$ cat config.mk
export PLATFORM = sky130hd
export DESIGN_NAME = uart_frame_tx
export DESIGN_NICKNAME = d
export VERILOG_FILES = /design/src/rtl/uart_frame_tx.sv
export SDC_FILE = /design/constraint.sdc
export NUM_CORES = 1
export LEC_CHECK = 0
export BUFFER_PORTS_ARGS = -buffer_cell sky130_fd_sc_hd__buf_2
export CORE_ASPECT_RATIO = 1.75
export CORE_UTILIZATION = 60
export CTS_BUF_LIST = sky130_fd_sc_hd__clkbuf_8
export DETAILED_ROUTE_END_ITERATION = 12
export GPL_ROUTABILITY_DRIVEN = 1
export PLACE_DENSITY = 0.84
export SYNTH_ARGS = -nofsm -noshare
export SYNTH_HDL_FRONTEND = slang
export SYNTH_SLANG_ARGS = --single-unit
$ cat constraint.sdc
create_clock -name clk_in -period 2.4 [get_ports clk_in]
set_input_delay 0.24 -clock clk_in [delete_from_list [all_inputs] [get_ports clk_in]]
set_output_delay 0.24 -clock clk_in [all_outputs]
set_load 0.02 [all_outputs]
$ cat src/rtl/uart_frame_tx.sv
// Parametrised UART transmitter: DATA_BITS data bits LSB first, optional parity, 1/2 stop bits,
// valid/ready input with gapless back-to-back frames. Define UART_TX_BREAK_EN for line-break support.
module uart_frame_tx #(
   parameter int CLK_FREQ    = 50000000,
   parameter int BAUD_RATE   = 9600,
   parameter int DATA_BITS   = 8,
   parameter int PARITY_MODE = 0,
   parameter int STOP_BITS   = 1
) (
   input  logic                 clk_in,
   input  logic                 rst_n_in,
   input  logic                 tx_valid,
   input  logic [DATA_BITS-1:0] tx_data,
   output logic                 tx_ready,
   output logic                 tx_busy,
   output logic                 tx_done,
`ifdef UART_TX_BREAK_EN
   input  logic                 tx_break,
`endif
   output logic                 rs232_tx
);

   localparam int BPS = CLK_FREQ / BAUD_RATE;
   localparam int CW  = (BPS > 1) ? $clog2(BPS) : 1;

   generate
      if (BPS < 2) begin : g_bad_bps
         $error("uart_frame_tx: CLK_FREQ/BAUD_RATE must be >= 2");
      end
      if (DATA_BITS < 5 || DATA_BITS > 9) begin : g_bad_data
         $error("uart_frame_tx: DATA_BITS must be 5..9");
      end
      if (PARITY_MODE < 0 || PARITY_MODE > 2) begin : g_bad_par
         $error("uart_frame_tx: PARITY_MODE must be 0, 1 or 2");
      end
      if (STOP_BITS != 1 && STOP_BITS != 2) begin : g_bad_stop
         $error("uart_frame_tx: STOP_BITS must be 1 or 2");
      end
   endgenerate

   typedef enum logic [2:0] {S_IDLE, S_START, S_DATA, S_PARITY, S_STOP} state_t;

   state_t                state_q, state_d;
   logic [CW-1:0]         baud_q, baud_d;
   logic [3:0]            bit_q, bit_d;
   logic [DATA_BITS-1:0]  shift_q, shift_d;
   logic                  par_q, par_d;
   logic                  tx_q, tx_d;
   logic                  done_q, done_d;
   logic                  brk_q, brk_d;
   logic                  brk_in;
   logic                  bit_end, last_stop, accept;

`ifdef UART_TX_BREAK_EN
   assign brk_in = tx_break;
`else
   assign brk_in = 1'b0;
`endif

   assign bit_end   = (baud_q == CW'(BPS - 1));
   assign last_stop = (state_q == S_STOP) && bit_end && (bit_q == 4'(STOP_BITS - 1));
   // A pending or held break blocks new frames only while idle.
   assign tx_ready  = ((state_q == S_IDLE) && !brk_in && !brk_q) || last_stop;
   assign accept    = tx_valid && tx_ready;

   always_comb begin
      state_d = state_q;
      baud_d  = baud_q + CW'(1);
      bit_d   = bit_q;
      shift_d = shift_q;
      par_d   = par_q;
      tx_d    = tx_q;
      done_d  = 1'b0;
      brk_d   = 1'b0;
      unique case (state_q)
         S_IDLE: begin
            baud_d = '0;
            brk_d  = brk_in;
            tx_d   = !brk_in;
         end
         S_START: begin
            if (bit_end) begin
               state_d = S_DATA;
               baud_d  = '0;
               bit_d   = '0;
               tx_d    = shift_q[0];
            end
         end
         S_DATA: begin
            if (bit_end) begin
               baud_d = '0;
               if (bit_q == 4'(DATA_BITS - 1)) begin
                  bit_d = '0;
                  if (PARITY_MODE != 0) begin
                     state_d = S_PARITY;
                     tx_d    = par_q;
                  end else begin
                     state_d = S_STOP;
                     tx_d    = 1'b1;
                  end
               end else begin
                  shift_d = shift_q >> 1;
                  tx_d    = shift_q[1];
                  bit_d   = bit_q + 4'd1;
               end
            end
         end
         S_PARITY: begin
            if (bit_end) begin
               state_d = S_STOP;
               baud_d  = '0;
               bit_d   = '0;
               tx_d    = 1'b1;
            end
         end
         S_STOP: begin
            if (bit_end) begin
               baud_d = '0;
               if (last_stop) begin
                  state_d = S_IDLE;
                  done_d  = 1'b1;
               end else begin
                  bit_d = bit_q + 4'd1;
               end
            end
         end
         default: state_d = S_IDLE;
      endcase
      // Acceptance overrides whatever IDLE/STOP chose: start bit goes out next cycle.
      if (accept) begin
         state_d = S_START;
         baud_d  = '0;
         bit_d   = '0;
         shift_d = tx_data;
         par_d   = (^tx_data) ^ (PARITY_MODE == 1);
         tx_d    = 1'b0;
         brk_d   = 1'b0;
      end
   end

   always_ff @(posedge clk_in) begin
      if (!rst_n_in) begin
         state_q <= S_IDLE;
         baud_q  <= '0;
         bit_q   <= '0;
         shift_q <= '0;
         par_q   <= 1'b0;
         tx_q    <= 1'b1;
         done_q  <= 1'b0;
         brk_q   <= 1'b0;
      end else begin
         state_q <= state_d;
         baud_q  <= baud_d;
         bit_q   <= bit_d;
         shift_q <= shift_d;
         par_q   <= par_d;
         tx_q    <= tx_d;
         done_q  <= done_d;
         brk_q   <= brk_d;
      end
   end

   assign rs232_tx = tx_q;
   assign tx_busy  = (state_q != S_IDLE);
   assign tx_done  = done_q;

endmodule

==> flow_summary.yaml <==
outcome:
  outcome: "completed"
sta:
  fin_crit_ns: 2.03
  fmax_ghz: 0.492
  report.final.slew_viol_count: 0
  final.hold.worst_slack_ns: 0.212
  final.setup.worst_slack_ns: 0.369
  slew_headroom_pct: 72.2
  fin_skew_ns: 0.0108
  final-hold-violation-count: 0
  timing.setup.tns_ns: 0
  finalSetupViolCount: 0
  fin_crit_sh_pct: 84.6
  worst_pin_slew_ns: 0.416
  rsz0062_at_grt: "false"
synth:
  synth_largest_type_area_fraction_pct: 39.6
  ys_async_sr_fraction_pct: 0
  post_synthesis_sequential_element_count: 30
  ys_seq_area_share_pct: 39.6
  ys_warn_count: 0
  postSynth.topFlopCell: "sky130_fd_sc_hd__dfxtp_1"
  synth.largest_area_cell: "sky130_fd_sc_hd__dfxtp_1"
  post-synth-top-count-cell: "sky130_fd_sc_hd__dfxtp_1"
  synth_enable_flop_cells: 0
  post_synth_inst_count: 168
  postSynthNetCount: 182
  syn_area_sq_um: 1520
  synth_top_cells_by_count: "sky130_fd_sc_hd__dfxtp_1, sky130_fd_sc_hd__nor2_1, sky130_fd_sc_hd__nand2_1"
  yosysUniqueCellTypes: 48
  syn_avg_cell_area_sq_um: 9.03
  post_synth_main_area_contributors: "sky130_fd_sc_hd__dfxtp_1, sky130_fd_sc_hd__nor2_1, sky130_fd_sc_hd__mux2i_1"
detailed_routing:
  drt_via_density: 5.91
  routed_wl_mm: 3.09
  detail_route.first_pass.iterations: 4
  drt_first_iter_violations: 23
  total_vias_in_the_final_route: 1259
  drt.antenna.violating_nets: 0
  route.detailed.wl_per_inst_um: 14.5
  drc: 0
global_route:
  globalRoute.totalOverflow: 0
  grt_first_pass_wirelength_mm: 4.92
  grt_usage_pct: 26.8
  initial_antenna_violation_count: 0
  grt_start_max_net_pins: 18
  first_global_vias: 1299
place:
  worst_setup_slack_before_clock_tree_synthesis_ns: 0.409
  number_of_placed_instances_taps_included: 205
  place_hpwl_mm: 2.37
  gpl.final_weighted_congestion: 0.764
  io_buffer_count: 14
  place_area_sq_um: 1620
pwr:
  sequentialPowerShare_pct: 47.4
  power-per-cell-area_nw_per_um2: 639
  static_leakage_power_nw: 0.643
  totalPowerFinal_mw: 1.10
  power.share.combinational_pct: 7.6
  clockPowerShare_pct: 45.0
  p_switching_uw: 249
  ir_worst_vdd_uv: 845
  swShare_pct: 22.6
  power_report.internal_total_uw: 853
die:
  start_util_pct: 65.1
  coreArea_sq_um: 2330
  die_width_um: 40.0
  design.die.area_sq_um: 2740
  die_height_um: 68.5
  num_rows: 23
  io_pins: 15
worst_hold_path:
  hold_path_class: "input port to flip-flop"
  hold_path_depth: 3
clocking:
  postCtsSetupBuffers: 0
  clock_tree.buffer_depth: 2
  ctsResizeCount: 0
  cts.hold.buffers_added: 0
  cts-buffers-inserted: 5
  cts_tree: "done"
  cts_sinks: 30
  cts_root_buffer: "sky130_fd_sc_hd__clkbuf_8"
  cts.clk_slew.worst_paths_ns: 0.07
  clock_tree.htree_level_count: 2
  clock_latency_ns: 0.29
worst_setup_path:
  timing.setup.critical_path_class: "flip-flop to flip-flop"
  cp_max_fo: 9
  cp-end-kind: "flip-flop"
  cp-start-kind: "flip-flop"
  worst-endpoint-required_ns: 2.57
  worst_case_reg_to_reg_path_depth: 8
  worst-endpoint-arrival_ns: 2.20
final_layout:
  regArea_sq_um: 601
  post_layout_nonfiller_instances: 213
  multiInputGateArea_sq_um: 883
  final_net_count: 201
  finish.utilization_pct: 74.0
  fillerInstances: 177
  layout-drive-gt1-share_pct: 20.2
  total_inserted_antenna_cells: 0
  synthToLayoutAreaGrowth_pct: 13.6
  stdcell_area_sq_um: 1720
flow_run:
  cap_viol_max_count: 0
==> placed cells by master (no fill, tap or decap), types with 2 or more instances in the layout <==
cell	n
sky130_fd_sc_hd__and2_1	5
sky130_fd_sc_hd__a21oi_1	9
sky130_fd_sc_hd__inv_1	4
sky130_fd_sc_hd__clkinv_2	2
sky130_fd_sc_hd__a21boi_0	2
sky130_fd_sc_hd__or3_2	2
sky130_fd_sc_hd__nor3b_1	2
sky130_fd_sc_hd__nand3_1	6
sky130_fd_sc_hd__mux2i_1	7
sky130_fd_sc_hd__buf_2	14
sky130_fd_sc_hd__clkbuf_8	5
sky130_fd_sc_hd__dfxtp_1	30
sky130_fd_sc_hd__xnor2_1	5
sky130_fd_sc_hd__o2bb2ai_1	3
sky130_fd_sc_hd__ha_1	3
sky130_fd_sc_hd__nand2b_1	2
sky130_fd_sc_hd__xor2_1	6
sky130_fd_sc_hd__o21ai_0	9
sky130_fd_sc_hd__nor2b_1	2
sky130_fd_sc_hd__nand2_1	13
sky130_fd_sc_hd__and3_1	3
sky130_fd_sc_hd__nor2_1	23
sky130_fd_sc_hd__a221o_1	3
sky130_fd_sc_hd__buf_4	2
==> worst paths after layout <==
| check | slack (ns) | endpoint | start |
|---|---|---|---|
| worst max-delay path | 0.37 | shift_q[5] | bit_q[0] |
| worst min-delay path | 0.21 | shift_q[7] | tx_data[7] |
| worst max register to register | 0.37 | shift_q[5] | bit_q[0] |
| worst min register to register | 0.45 | baud_q[0] | baud_q[0] |
==> area by class of cell <==
class,instances,share of cell area (%)
multi-input combinational,130,51.2
timing repair buffer,16,4.93
clock inverter,3,2.32
clock buffer,5,3.99
inverter,4,0.871
sequential,30,34.8
tap,25,1.81
==> registers in the layout, indices dropped and copies added (netlist names) <==
register / cells
baud_q: 13
bit_q: 4
rs232_tx: 1
shift_q: 8
state_q: 3
tx_done: 1
==> routing by layer <==
layer  up-vias  global-route usage, %  routed length [um]
li1        631                      -                   -
met1       602                   20.3                1140
met3         8                   7.69                  81
met4         0                   12.9                  79
met5         -                      0                   0
met2        18                   53.8                1790
==> power groups by stage <==
stage	Sequential [mW]	Combinational [mW]	Clock (mW)
final	0.522	0.0836	0.496
after global routing	0.524	0.0926	0.525
after CTS	0.522	0.0835	0.504
after detailed placement	0.533	0.0829	0
after global placement	0.533	0.0795	0
after floorplan	0.532	0.0551	0
==> cells by family after synthesis <==
| kind of cell | count (synthesis) | share of synthesized area, % |
|---|---|---|
| flops | 30 | 39.6 |
| buf+inv | 8 | 2.23 |
| mux | 7 | 4.62 |
| compound gates | 33 | 14.4 |
| xor+xnor | 11 | 6.35 |
| fa+ha+maj | 4 | 3.13 |
| simple gates | 75 | 29.7 |
==> worst max-delay path: stages (launching register included) <==
cell,delay (ns)
sky130_fd_sc_hd__dfxtp_1,0.35
sky130_fd_sc_hd__inv_1,0.07
sky130_fd_sc_hd__ha_1,0.16
sky130_fd_sc_hd__nor3b_1,0.38
sky130_fd_sc_hd__nor3b_1,0.30
sky130_fd_sc_hd__a21oi_1,0.19
sky130_fd_sc_hd__buf_4,0.20
sky130_fd_sc_hd__o21ai_0,0.19
sky130_fd_sc_hd__a21oi_1,0.06
(Power assumes the default switching activity.)
